[src/rtl/mouse_master_sm.sv]
// mouse_master_sm
// Host-side PS/2 mouse sequencer. Runs the reset / self-test / ID / enable
// handshake through the byte transmitter and receiver, then assembles
// 3-byte movement packets and hands each complete packet to the position
// tracker with a one-cycle interrupt. A watchdog restarts a stalled
// handshake and abandons a stalled packet.
module mouse_master_sm #(
    parameter int TIMEOUT_CYCLES = 50_000_000
) (
    input  logic       CLK,
    input  logic       RESET,
    output logic       SEND_BYTE,
    output logic [7:0] BYTE_TO_SEND,
    input  logic       BYTE_SENT,
    output logic       READ_ENABLE,
    input  logic [7:0] BYTE_READ,
    input  logic [1:0] BYTE_ERROR_CODE,
    input  logic       BYTE_READY,
    output logic [7:0] MOUSE_STATUS,
    output logic [7:0] MOUSE_DX,
    output logic [7:0] MOUSE_DY,
    output logic       SEND_INTERRUPT,
    output logic       INIT_DONE,
    output logic [3:0] STATE
);

    // Watchdog width: enough bits to hold TIMEOUT_CYCLES-1.
    localparam int WDW = (TIMEOUT_CYCLES > 2) ? $clog2(TIMEOUT_CYCLES) : 1;
    localparam logic [WDW-1:0] WDOG_LAST = WDW'(TIMEOUT_CYCLES - 1);
    localparam logic [WDW-1:0] WDOG_ONE  = WDW'(1);

    localparam logic [7:0] CMD_RESET  = 8'hFF;
    localparam logic [7:0] CMD_ENABLE = 8'hF4;
    localparam logic [7:0] RSP_ACK    = 8'hFA;
    localparam logic [7:0] RSP_BAT_OK = 8'hAA;
    localparam logic [7:0] RSP_ID     = 8'h00;

    typedef enum logic [3:0] {
        ST_INIT          = 4'd0,
        ST_SEND_RST      = 4'd1,
        ST_WAIT_SENT_RST = 4'd2,
        ST_WAIT_ACK1     = 4'd3,
        ST_WAIT_SELFTEST = 4'd4,
        ST_WAIT_ID       = 4'd5,
        ST_SEND_EN       = 4'd6,
        ST_WAIT_SENT_EN  = 4'd7,
        ST_WAIT_ACK2     = 4'd8,
        ST_RX_STATUS     = 4'd9,
        ST_RX_DX         = 4'd10,
        ST_RX_DY         = 4'd11
    } state_t;

    state_t         state_q;
    state_t         state_d;
    logic [WDW-1:0] wdog_q;
    logic [WDW-1:0] wdog_d;
    logic [7:0]     status_sh_q;
    logic [7:0]     dx_sh_q;
    logic           latch_status_d;
    logic           latch_dx_d;
    logic           commit_d;
    logic           timeout_s;
    logic           byte_clean_s;

    logic           send_byte_q;
    logic [7:0]     byte_to_send_q;
    logic [7:0]     byte_to_send_d;
    logic           read_enable_q;
    logic [7:0]     mouse_status_q;
    logic [7:0]     mouse_dx_q;
    logic [7:0]     mouse_dy_q;
    logic           send_interrupt_q;
    logic           init_done_q;

    // A handshake response is accepted only when framing was clean and the
    // byte equals the one the mouse is required to send at this step.
    function automatic logic rsp_ok(input logic [1:0] err,
                                    input logic [7:0] data,
                                    input logic [7:0] exp_byte);
        return (err == 2'b00) && (data == exp_byte);
    endfunction

    // States in which the watchdog runs (waiting on the mouse or transmitter).
    function automatic logic wdog_runs(input state_t st);
        logic r;
        case (st)
            ST_WAIT_SENT_RST, ST_WAIT_ACK1, ST_WAIT_SELFTEST, ST_WAIT_ID,
            ST_WAIT_SENT_EN, ST_WAIT_ACK2, ST_RX_DX, ST_RX_DY: r = 1'b1;
            default:                                           r = 1'b0;
        endcase
        return r;
    endfunction

    // States in which the receiver must be listening.
    function automatic logic rx_listen(input state_t st);
        logic r;
        case (st)
            ST_WAIT_ACK1, ST_WAIT_SELFTEST, ST_WAIT_ID, ST_WAIT_ACK2,
            ST_RX_STATUS, ST_RX_DX, ST_RX_DY: r = 1'b1;
            default:                          r = 1'b0;
        endcase
        return r;
    endfunction

    // Streaming states; INIT_DONE follows membership of this set.
    function automatic logic streaming(input state_t st);
        logic r;
        case (st)
            ST_RX_STATUS, ST_RX_DX, ST_RX_DY: r = 1'b1;
            default:                          r = 1'b0;
        endcase
        return r;
    endfunction

    // Next-state, packet-capture strobes and watchdog next value.
    always_comb begin
        state_d        = state_q;
        latch_status_d = 1'b0;
        latch_dx_d     = 1'b0;
        commit_d       = 1'b0;
        timeout_s      = (wdog_q == WDOG_LAST);
        byte_clean_s   = (BYTE_ERROR_CODE == 2'b00);

        case (state_q)
            ST_INIT: begin
                state_d = ST_SEND_RST;
            end
            ST_SEND_RST: begin
                state_d = ST_WAIT_SENT_RST;
            end
            ST_WAIT_SENT_RST: begin
                if (BYTE_SENT) begin
                    state_d = ST_WAIT_ACK1;
                end else if (timeout_s) begin
                    state_d = ST_SEND_RST;
                end else begin
                    state_d = state_q;
                end
            end
            ST_WAIT_ACK1: begin
                if (BYTE_READY) begin
                    state_d = rsp_ok(BYTE_ERROR_CODE, BYTE_READ, RSP_ACK)
                              ? ST_WAIT_SELFTEST : ST_SEND_RST;
                end else if (timeout_s) begin
                    state_d = ST_SEND_RST;
                end else begin
                    state_d = state_q;
                end
            end
            ST_WAIT_SELFTEST: begin
                if (BYTE_READY) begin
                    state_d = rsp_ok(BYTE_ERROR_CODE, BYTE_READ, RSP_BAT_OK)
                              ? ST_WAIT_ID : ST_SEND_RST;
                end else if (timeout_s) begin
                    state_d = ST_SEND_RST;
                end else begin
                    state_d = state_q;
                end
            end
            ST_WAIT_ID: begin
                if (BYTE_READY) begin
                    state_d = rsp_ok(BYTE_ERROR_CODE, BYTE_READ, RSP_ID)
                              ? ST_SEND_EN : ST_SEND_RST;
                end else if (timeout_s) begin
                    state_d = ST_SEND_RST;
                end else begin
                    state_d = state_q;
                end
            end
            ST_SEND_EN: begin
                state_d = ST_WAIT_SENT_EN;
            end
            ST_WAIT_SENT_EN: begin
                if (BYTE_SENT) begin
                    state_d = ST_WAIT_ACK2;
                end else if (timeout_s) begin
                    state_d = ST_SEND_RST;
                end else begin
                    state_d = state_q;
                end
            end
            ST_WAIT_ACK2: begin
                if (BYTE_READY) begin
                    state_d = rsp_ok(BYTE_ERROR_CODE, BYTE_READ, RSP_ACK)
                              ? ST_RX_STATUS : ST_SEND_RST;
                end else if (timeout_s) begin
                    state_d = ST_SEND_RST;
                end else begin
                    state_d = state_q;
                end
            end
            ST_RX_STATUS: begin
                // Bit 3 of a status byte is always 1; anything else is a
                // misaligned byte and is dropped to regain packet framing.
                if (BYTE_READY && byte_clean_s && BYTE_READ[3]) begin
                    state_d        = ST_RX_DX;
                    latch_status_d = 1'b1;
                end else begin
                    state_d = state_q;
                end
            end
            ST_RX_DX: begin
                if (BYTE_READY) begin
                    if (byte_clean_s) begin
                        state_d    = ST_RX_DY;
                        latch_dx_d = 1'b1;
                    end else begin
                        state_d = ST_RX_STATUS;
                    end
                end else if (timeout_s) begin
                    state_d = ST_RX_STATUS;
                end else begin
                    state_d = state_q;
                end
            end
            ST_RX_DY: begin
                if (BYTE_READY) begin
                    state_d  = ST_RX_STATUS;
                    commit_d = byte_clean_s;
                end else if (timeout_s) begin
                    state_d = ST_RX_STATUS;
                end else begin
                    state_d = state_q;
                end
            end
            default: begin
                state_d = ST_INIT;
            end
        endcase

        // Watchdog restarts on every state change and only runs while waiting.
        if (state_d != state_q) begin
            wdog_d = '0;
        end else if (wdog_runs(state_q)) begin
            wdog_d = wdog_q + WDOG_ONE;
        end else begin
            wdog_d = '0;
        end

        // Command byte is loaded on entry to a send state and held otherwise.
        if (state_d == ST_SEND_RST) begin
            byte_to_send_d = CMD_RESET;
        end else if (state_d == ST_SEND_EN) begin
            byte_to_send_d = CMD_ENABLE;
        end else begin
            byte_to_send_d = byte_to_send_q;
        end
    end

    // State, watchdog, shadows and all outputs registered from next-state.
    always_ff @(posedge CLK) begin
        if (RESET) begin
            state_q          <= ST_INIT;
            wdog_q           <= '0;
            status_sh_q      <= 8'h00;
            dx_sh_q          <= 8'h00;
            send_byte_q      <= 1'b0;
            byte_to_send_q   <= 8'h00;
            read_enable_q    <= 1'b0;
            mouse_status_q   <= 8'h00;
            mouse_dx_q       <= 8'h00;
            mouse_dy_q       <= 8'h00;
            send_interrupt_q <= 1'b0;
            init_done_q      <= 1'b0;
        end else begin
            state_q        <= state_d;
            wdog_q         <= wdog_d;
            byte_to_send_q <= byte_to_send_d;
            send_byte_q    <= (state_d == ST_SEND_RST) || (state_d == ST_SEND_EN);
            read_enable_q  <= rx_listen(state_d);
            init_done_q    <= streaming(state_d);
            send_interrupt_q <= commit_d;
            if (latch_status_d) begin
                status_sh_q <= BYTE_READ;
            end
            if (latch_dx_d) begin
                dx_sh_q <= BYTE_READ;
            end
            if (commit_d) begin
                mouse_status_q <= status_sh_q;
                mouse_dx_q     <= dx_sh_q;
                mouse_dy_q     <= BYTE_READ;
            end
        end
    end

    assign SEND_BYTE      = send_byte_q;
    assign BYTE_TO_SEND   = byte_to_send_q;
    assign READ_ENABLE    = read_enable_q;
    assign MOUSE_STATUS   = mouse_status_q;
    assign MOUSE_DX       = mouse_dx_q;
    assign MOUSE_DY       = mouse_dy_q;
    assign SEND_INTERRUPT = send_interrupt_q;
    assign INIT_DONE      = init_done_q;
    assign STATE          = state_q;

endmodule

[config.mk]
export PLATFORM = sky130hd
export DESIGN_NAME = mouse_master_sm
export DESIGN_NICKNAME = d
export VERILOG_FILES = /design/src/rtl/mouse_master_sm.sv
export SDC_FILE = /design/constraint.sdc
export NUM_CORES = 1
export LEC_CHECK = 0
export CAP_MARGIN = 0
export CORE_ASPECT_RATIO = 0.8
export CORE_MARGIN = 2
export CORE_UTILIZATION = 37
export CTS_CLUSTER_DIAMETER = 120
export CTS_CLUSTER_SIZE = 12
export DETAILED_ROUTE_END_ITERATION = 7
export PLACE_DENSITY = 0.65
export SLEW_MARGIN = 15
export SYNTH_ARGS = -nofsm -noshare
export SYNTH_HDL_FRONTEND = slang
export SYNTH_SLANG_ARGS = --single-unit
[constraint.sdc]
create_clock -name CLK -period 2.54 [get_ports CLK]
set_clock_uncertainty 0.05 [all_clocks]
set_input_delay 0.635 -clock CLK [delete_from_list [all_inputs] [get_ports CLK]]
set_output_delay 0.635 -clock CLK [all_outputs]
set_load 0.02 [all_outputs]
==> flow_metrics.py, run 1 <==
metrics = {
    "worst_setup_path": {
        "crit_family": "buffers and inverters",
        "critical_path_required_ns": 2.74,
        "r2r_start": "wdog_q[1]$_SDFF_PP0_",
        "startpoint_type": "input pin",
        "r2r_cells": 9,
        "crit_path_end_kind": "flop",
        "path_class": "in -> reg",
        "cp.depth": 10,
        "slowest_stage": "clkdlybuf4s50_1",
        "r2r-end": "wdog_q[19]$_SDFF_PP0_",
        "path_common_cell": "buf_12",
        "cp_max_fo": 7,
        "slowest_delay_ns": 0.50,
        "crit_chain": "clkdlybuf4s50_1, buf_4, nand2_1, o21bai_1, a22oi_2, and3_1, o2111ai_4, buf_12, buf_12, nor3_4",
        "critPathBufInv": 4,
        "reg2reg_slack_ns": 0.13,
        "cp.arrival_ns": 2.70,
    },
    "routing": {
        "remaining_drc_errors": 0,
        "post_drt_wl_per_cell_microns": 15.0,
        "vias_per_cell": 5.15,
        "antenna_left": 0,
        "wirelength_mm": 9.62,
        "via_count": 3309,
        "drt_iter0_drc": 196,
        "drt_first_pass_iters": 4,
    },
    "global_route": {
        "grt_max_degree": 51,
        "grt_overflow": 0,
        "grt_usage_pct": 18.4,
        "antenna_found_initial": 0,
        "grt_first_pass_wirelength_mm": 15.5,
        "grt_pass1_vias": 3098,
    },
    "floorplan": {
        "die_x_microns": 115,
        "die_h_microns": 93.2,
        "row_count": 32,
        "coreArea_sq_mm": 0.00965,
        "initial_core_util_pct": 38.1,
        "pin_count": 54,
        "die_area_sq_mm": 0.0108,
    },
    "outcome": {
        "status": "complete, no violations",
    },
    "synthesis": {
        "ys.flop_type": "dfxtp_1",
        "synth_cell_types": 59,
        "netlist_area_sq_mm": 0.00368,
        "synth-seq-cells": 77,
        "synth_edf_count": 0,
        "synth_nets": 431,
        "yosysTopAreaCell": "dfxtp_1",
        "syn_inst": 416,
        "syn_avg_cell_area_sq_um": 8.84,
        "ys_async_sr_fraction_pct": 0,
        "synth_area_leaders": "dfxtp_1 42%, nand2_1 6.5%, nor3_2 5.4%, mux2i_1 4.6%, nor2_1 3.7%",
        "yosysSeqAreaShare_pct": 41.9,
        "synthDominantCellAreaShare_pct": 41.9,
        "synth-warning-count": 0,
    },
    "timing": {
        "tightestPinTransition_ns": 0.662,
        "fmax_ghz": 0.400,
        "fin_tns_setup_ns": 0,
        "period_minus_slack_ns": 2.50,
        "relSlewSlack_pct": 55.2,
        "min_period_over_period_pct": 98.3,
        "drv_slew": 0,
        "setup_viol": 0,
        "hold_viol_final": 0,
    },
    "worst_hold_path": {
        "hold_path.class": "reg -> reg",
        "holdPathEnd": "status_sh_q[3]$_SDFFE_PP0P_",
        "min_delay_path_depth": 2,
        "hp-start": "status_sh_q[3]$_SDFFE_PP0P_",
    },
    "place": {
        "dp_hpwl_mm": 6.46,
        "dp.cells": 619,
        "numPortBuffers": 53,
        "gp_congestion": 0.867,
    },
    "cts": {
        "numCtsBuffers": 9,
        "clk_transition_reported_paths_ns": 0.06,
        "clock_sinks": 77,
        "clockBufferDepth": 2,
        "htreeDepth": 3,
        "clkLatencyLatePin_ns": 0.33,
        "cts_tree": "built",
        "holdBufCountCts": 0,
        "cts-root-buf": "clkbuf_16",
    },
    "final_layout": {
        "syn2layout_area_growth_pct": 42.7,
        "fin_nets": 518,
        "final_cell_mix": "75 x dfxtp_1, 64 x nand2_1, 44 x clkdlybuf4s50_1",
        "layout-drive-gt1-share_pct": 24.5,
        "num_antenna_cells": 0,
        "stdcell_count": 642,
        "mostFrequentLayoutCell": "dfxtp_1",
    },
    "run": {
        "maxCapViolations": 0,
    },
    "power_and_ir_drop": {
        "peakVddDrop_v": 0.000377,
        "power_leakage_nw": 1.88,
        "power_density_mw_per_mm2": 651,
    },
}
cells in the mapped netlist (all sizes together), types with 10 or more instances:
master,instances
dfxtp,77
nand2,64
nor2,36
nor3,35
a21oi,25
nand3,18
buf,17
mux2i,17
xnor2,15
clkbuf,13
inv,11
nand4,10
cell type report:
class                   instances  area (sq um)
clock inverters                 4          73.8
clock buffers                  10           239
repair buffers                106          1070
fillers                       832          4400
multi-input cells             298          2120
inverters                      11          41.3
well taps                     136           170
flip-flops and latches         77          1540
cell families (layout without fill, tap and decap cells):
family,after synthesis,count (layout),synth area share [%]
buffers and inverters,41,131,6.26
AND/OR/NAND/NOR,204,204,30.5
multiplexers,17,17,4.63
AO/OA/AOI/OAI,52,52,10.6
flip-flops,77,77,41.9
adder cells (fa/ha/maj),1,1,0.340
XOR/XNOR,24,24,5.71
worst max-delay path by stage:
stage	startpoint	to	slack, ns
2_1_floorplan	BYTE_READ[0]	wdog_q[12]$_SDFF_PP0_	0.21
3_3_place_gp	BYTE_READ[3]	wdog_q[7]$_SDFF_PP0_	-0.45
3_5_place_dp	BYTE_READ[3]	wdog_q[17]$_SDFF_PP0_	-0.51
4_1_cts	BYTE_READ[5]	wdog_q[13]$_SDFF_PP0_	0.005
5_1_grt	BYTE_READ[5]	wdog_q[19]$_SDFF_PP0_	-0.001
6_report	BYTE_SENT	wdog_q[19]$_SDFF_PP0_	0.04
sequential cells by signal (all words and copies together), names as in the netlist, named ones only:
name / flops
BYTE_TO_SEND: 2
INIT_DONE: 1
MOUSE_DX: 8
MOUSE_DY: 8
MOUSE_STATUS: 8
READ_ENABLE: 1
SEND_BYTE: 1
SEND_INTERRUPT: 1
STATE: 4
dx_sh_q: 8
status_sh_q: 8
wdog_q: 26
metrics by stage:
step / hold slack, ns / util (%) / power (mW) / cell area (sq um) / setup WS [ns]
detailed placement: 0.394 / 47.4 / 1.97 / 4580 / -0.515
finish: 0.401 / 54.4 / 3.42 / 5250 / 0.0421
CTS: 0.403 / 53.1 / 3.41 / 5120 / 0.00467
global placement: 0.388 / 47.4 / 1.95 / 4580 / -0.455
global route: 0.416 / 54.4 / 3.54 / 5250 / -0.00108
floorplan: 0.376 / - / 1.73 / 3680 / 0.209
worst reg2reg max path, stage by stage, from the launching register on:
cell and delay [ns]:
dfxtp_1 0.35, ha_1 0.22, nand2_1 0.12, or4_4 0.59, o211ai_4 0.23, a31oi_4 0.12
o2111ai_4 0.25, buf_12 0.18, buf_12 0.14, nor3_4 0.05
per-layer routing:
metal,track usage [%],wire (microns),vias to the layer above
li1,-,-,1640
met1,26.1,4720,1568
met2,27.6,4260,85
met3,4.34,482,16
met4,5.62,159,0
met5,0,0,-
repair_timing:
item,4_1_cts,5_1_grt
pin swaps,8,8
buffers inserted,5,1
gates cloned,3,0
gates resized for setup,23,23
endpoints found under the setup margin,29,32
report_power, final:
group          total, mW  internal, mW  leakage [nW]  switching (mW)
logic              0.791         0.373          1.10           0.418
registers           1.28          1.24         0.623          0.0412
clock network       1.34         0.875         0.154           0.468
Note: power is estimated with default switching activity, not from simulation.
==> run 2: changes to the inputs <==
--- a/config.mk
+++ b/config.mk
@@ -13,7 +13,6 @@
 export CTS_CLUSTER_SIZE = 12
 export DETAILED_ROUTE_END_ITERATION = 7
 export PLACE_DENSITY = 0.65
-export SLEW_MARGIN = 15
 export SYNTH_ARGS = -nofsm -noshare
 export SYNTH_HDL_FRONTEND = slang
 export SYNTH_SLANG_ARGS = --single-unit
==> results of run 2 <==
Same layout as run 1: the final DEF is identical, and so are final timing and power.
==> variant 1 (config.mk and constraints of run 1) <==
Change the parameter `TIMEOUT_CYCLES` from 50_000_000 to 25_000_000.
--- a/src/rtl/mouse_master_sm.sv
+++ b/src/rtl/mouse_master_sm.sv
@@ -5,7 +5,7 @@
 // tracker with a one-cycle interrupt. A watchdog restarts a stalled
 // handshake and abandons a stalled packet.
 module mouse_master_sm #(
-    parameter int TIMEOUT_CYCLES = 50_000_000
+    parameter int TIMEOUT_CYCLES = 25_000_000
 ) (
     input  logic       CLK,
     input  logic       RESET,
Function: same outputs for any inputs over 10 cycles, from zero or initial values and one cycle with RESET high; that may be too few to reach the edited logic, so the function may still have changed.
==> variant 1 against run 1 <==
The run now ends with negative setup slack left. Hold slack worse by 0.0016 ns. Core utilization is 0.53 points higher. Worst setup slack worse by 0.053 ns. Sequential cell count is 1 lower. Clock power is 9.7% lower. Power is 16% lower. Die area is 5.1% lower. Synthesized cell count is 2.6% lower. Wire length is 3.8% lower. Final area is 4.6% lower. Area after synthesis is 5.3% lower. Highest routed layer unchanged.
==> variant 1: results <==
{
  "place_hpwl_microns": 6000,
  "tightest_slew_ns": 0.491,
  "r2r_setup_slack_ns": 0.07,
  "r2r_cells": 7,
  "grt_max_degree": 50,
  "power.share.switching": 0.269,
  "setup-violations-final": 3,
  "wl_met1_microns": 4340,
  "status": "complete, but fails checks",
  "rr_startpoint": "wdog_q[15]",
  "grt_pass1_wl_microns": 15000,
  "yosys.area_share.xor_xnor": 0.0578,
  "cp_max_fo": 6,
  "met3_usage": 0.0456,
  "final_nets": 511,
  "seq_area_frac": 0.307,
  "slowest_delay_ns": 0.65,
  "internal_power_uw": 2100,
  "clk_share": 0.0567,
  "drt-total-wl_microns": 9260,
  "synth_cell_type_count": 54,
  "violations": "negative setup slack",
  "layout-drive-gt1-share": 0.283,
  "worst_slack_ns": -0.0108,
  "clkSinkCount": 76,
  "hold_ws_ns": 0.399
}
[variant 1: cell types whose count changed in the layout (fill, tap and decap cells not counted), moves of 6 or more]
cell,run 1,this run
nand3_1,16,10
nor2_2,0,6
nor2_4,0,14
nor3_1,10,2
nor3_2,24,2
xnor2_1,15,7
xor2_1,9,16
[variant 1: stage by stage]
step,TNS [ns],worst slack [ns]
finish,-0.0146,-0.0108
detailed placement,-23.06,-0.748
global placement,-22.05,-0.687
floorplan,-2.52,-0.133
CTS,0,0.00530
global route,-0.213,-0.0479
[variant 1: how the worst max path moves through the flow]
| stage | end | slack [ns] |
|---|---|---|
| floorplan | wdog_q[0] | -0.13 |
| global placement | wdog_q[13] | -0.69 |
| detailed placement | wdog_q[13] | -0.75 |
| CTS | wdog_q[16] | 0.005 |
| global route | BYTE_TO_SEND[3] | -0.05 |
| finish | wdog_q[16] | -0.01 |
==> variant 2 (settings of run 1) <==
Without the edit above. Take the reset off `byte_to_send_q` and load it in a clocked block of its own.
--- a/src/rtl/mouse_master_sm.sv
+++ b/src/rtl/mouse_master_sm.sv
@@ -255,7 +255,6 @@
             status_sh_q      <= 8'h00;
             dx_sh_q          <= 8'h00;
             send_byte_q      <= 1'b0;
-            byte_to_send_q   <= 8'h00;
             read_enable_q    <= 1'b0;
             mouse_status_q   <= 8'h00;
             mouse_dx_q       <= 8'h00;
@@ -265,7 +264,6 @@
         end else begin
             state_q        <= state_d;
             wdog_q         <= wdog_d;
-            byte_to_send_q <= byte_to_send_d;
             send_byte_q    <= (state_d == ST_SEND_RST) || (state_d == ST_SEND_EN);
             read_enable_q  <= rx_listen(state_d);
             init_done_q    <= streaming(state_d);
@@ -282,6 +280,10 @@
                 mouse_dy_q     <= BYTE_READ;
             end
         end
+    end
+
+    always_ff @(posedge CLK) begin
+        byte_to_send_q <= byte_to_send_d;
     end
 
     assign SEND_BYTE      = send_byte_q;
Behaviour: not the same (Yosys sat finds a counterexample within 4 cycles, from zero or initial values and one cycle with RESET high).
==> variant 2 against run 1 <==
The flow now finishes with violations (design-rule violations). Worst setup slack gained 0.013 ns. Wire length decreased by 5.8%. Sequential cell count shrank 1. Area after synthesis decreased by 4.4%. Final area is 3.9% lower. Core utilization rose by 0.69 points. Synthesized cell count fell by 1.7%.
Power is not compared: it rests on default switching activity, and its combinational part moved more than twofold at a synthesized area within 25%.
==> variant 2: results <==
{
  "place_hpwl_microns": 6000,
  "final_nets": 511,
  "synthTopCellsByArea": "dfxtp_1 (43%), nand2_1 (8.0%), nor3_2 (5.7%)",
  "grt_pass1_vias": 2974,
  "regMostFlops": "wdog_q",
  "synth_seq_area_share": 0.432,
  "crit_path_top_delay_cell": "or4b_4",
  "nFillCells": 807,
  "slowest_delay_ns": 0.57,
  "drt_pass1_iterations": 6,
  "violations": "design-rule violations",
  "grt_pass1_wl_microns": 14900,
  "via_per_inst": 5.07,
  "layout-drive-gt1-share": 0.265,
  "drc_errors": 3,
  "status": "complete, but fails checks",
  "r2r-end": "wdog_q[24]",
  "drt_iter0_markers": 305,
  "rr_startpoint": "STATE[2]",
  "drt-total-wl_microns": 9070,
  "port_buffers": 48,
  "grt_max_degree": 49,
  "synth_cell_type_count": 57,
  "gp_congestion": 0.879,
  "startpoint": "BYTE_READ[2]",
  "cp_max_fo": 6,
  "grt_usage": 0.182
}
variant 2: cell types whose count changed in the layout (fill, tap and decap cells not counted), sizes merged, moves of 6 or more:
cell / run 1 / this run
nand3: 18 / 11
nand2: 64 / 75
nor3: 35 / 29
mux2i: 17 / 7
buf: 53 / 64
a21oi: 25 / 36
nor2: 36 / 30
clkdlybuf4s50: 44 / 36
variant 2: final cells by class:
type | count | share of cell area
multi-input combinational | 298 | 0.392
sequential | 76 | 0.303
timing repair buffer | 101 | 0.190
clock buffer | 10 | 0.0474
clock inverter | 6 | 0.0315
tap | 115 | 0.0285
inverter | 10 | 0.00744
variant 2: critical path, delay by kind of cell:
kind            cells  cell delay [ns]
buf+inv             3             0.42
simple gates        5             1.28
compound gates      1             0.35
variant 2: cells by family after synthesis:
kind of cell / count (synthesis) / synth area share
other cells: 1 / 0.00107
xor+xnor: 24 / 0.0597
fa+ha+maj: 1 / 0.00356
compound gates: 66 / 0.122
mux: 7 / 0.0199
buf+inv: 39 / 0.0594
simple gates: 195 / 0.302
flops: 76 / 0.432
variant 2: worst min path at each step:
stage | slack [ns] | from | endpoint | cells after the start
floorplan | 0.38 | status_sh_q[3] | status_sh_q[3] | 2
global placement | 0.39 | status_sh_q[3] | status_sh_q[3] | 2
detailed placement | 0.40 | dx_sh_q[6] | MOUSE_DX[6] | 2
CTS | 0.40 | dx_sh_q[5] | dx_sh_q[5] | 2
global route | 0.41 | dx_sh_q[1] | MOUSE_DX[1] | 2
finish | 0.40 | dx_sh_q[1] | dx_sh_q[1] | 2
variant 2: layer usage:
metal  share of wire  global-route usage
met1            0.49               0.257
met2            0.44               0.268
met3           0.061              0.0447
met4           0.015              0.0671
met5               0                   0
variant 2: per-stage QoR:
step	worst slack (ns)	instances	area (sq um)
after floorplan	-0.0686	413	3560
after global routing	-0.000734	616	5040
after global placement	-0.706	591	4390
after detailed placement	-0.738	591	4390
after CTS	-0.0151	615	4930
final	0.0555	616	5040
variant 2: timing repair:
item / in CTS / in global routing
buffers inserted: 5 / 2
endpoints found under the setup margin: 32 / 30
pin swaps: 10 / 9
cloned: 3 / 0
resized for setup: 59 / 28
variant 2: power groups by stage:
stage | logic [uW] | registers [uW] | clock network [uW]
after floorplan | 172 | 1260 | 0
after global placement | 325 | 1260 | 0
after detailed placement | 326 | 1260 | 0
after CTS | 364 | 1230 | 1710
after global routing | 421 | 1240 | 1750
final | 390 | 1240 | 1690
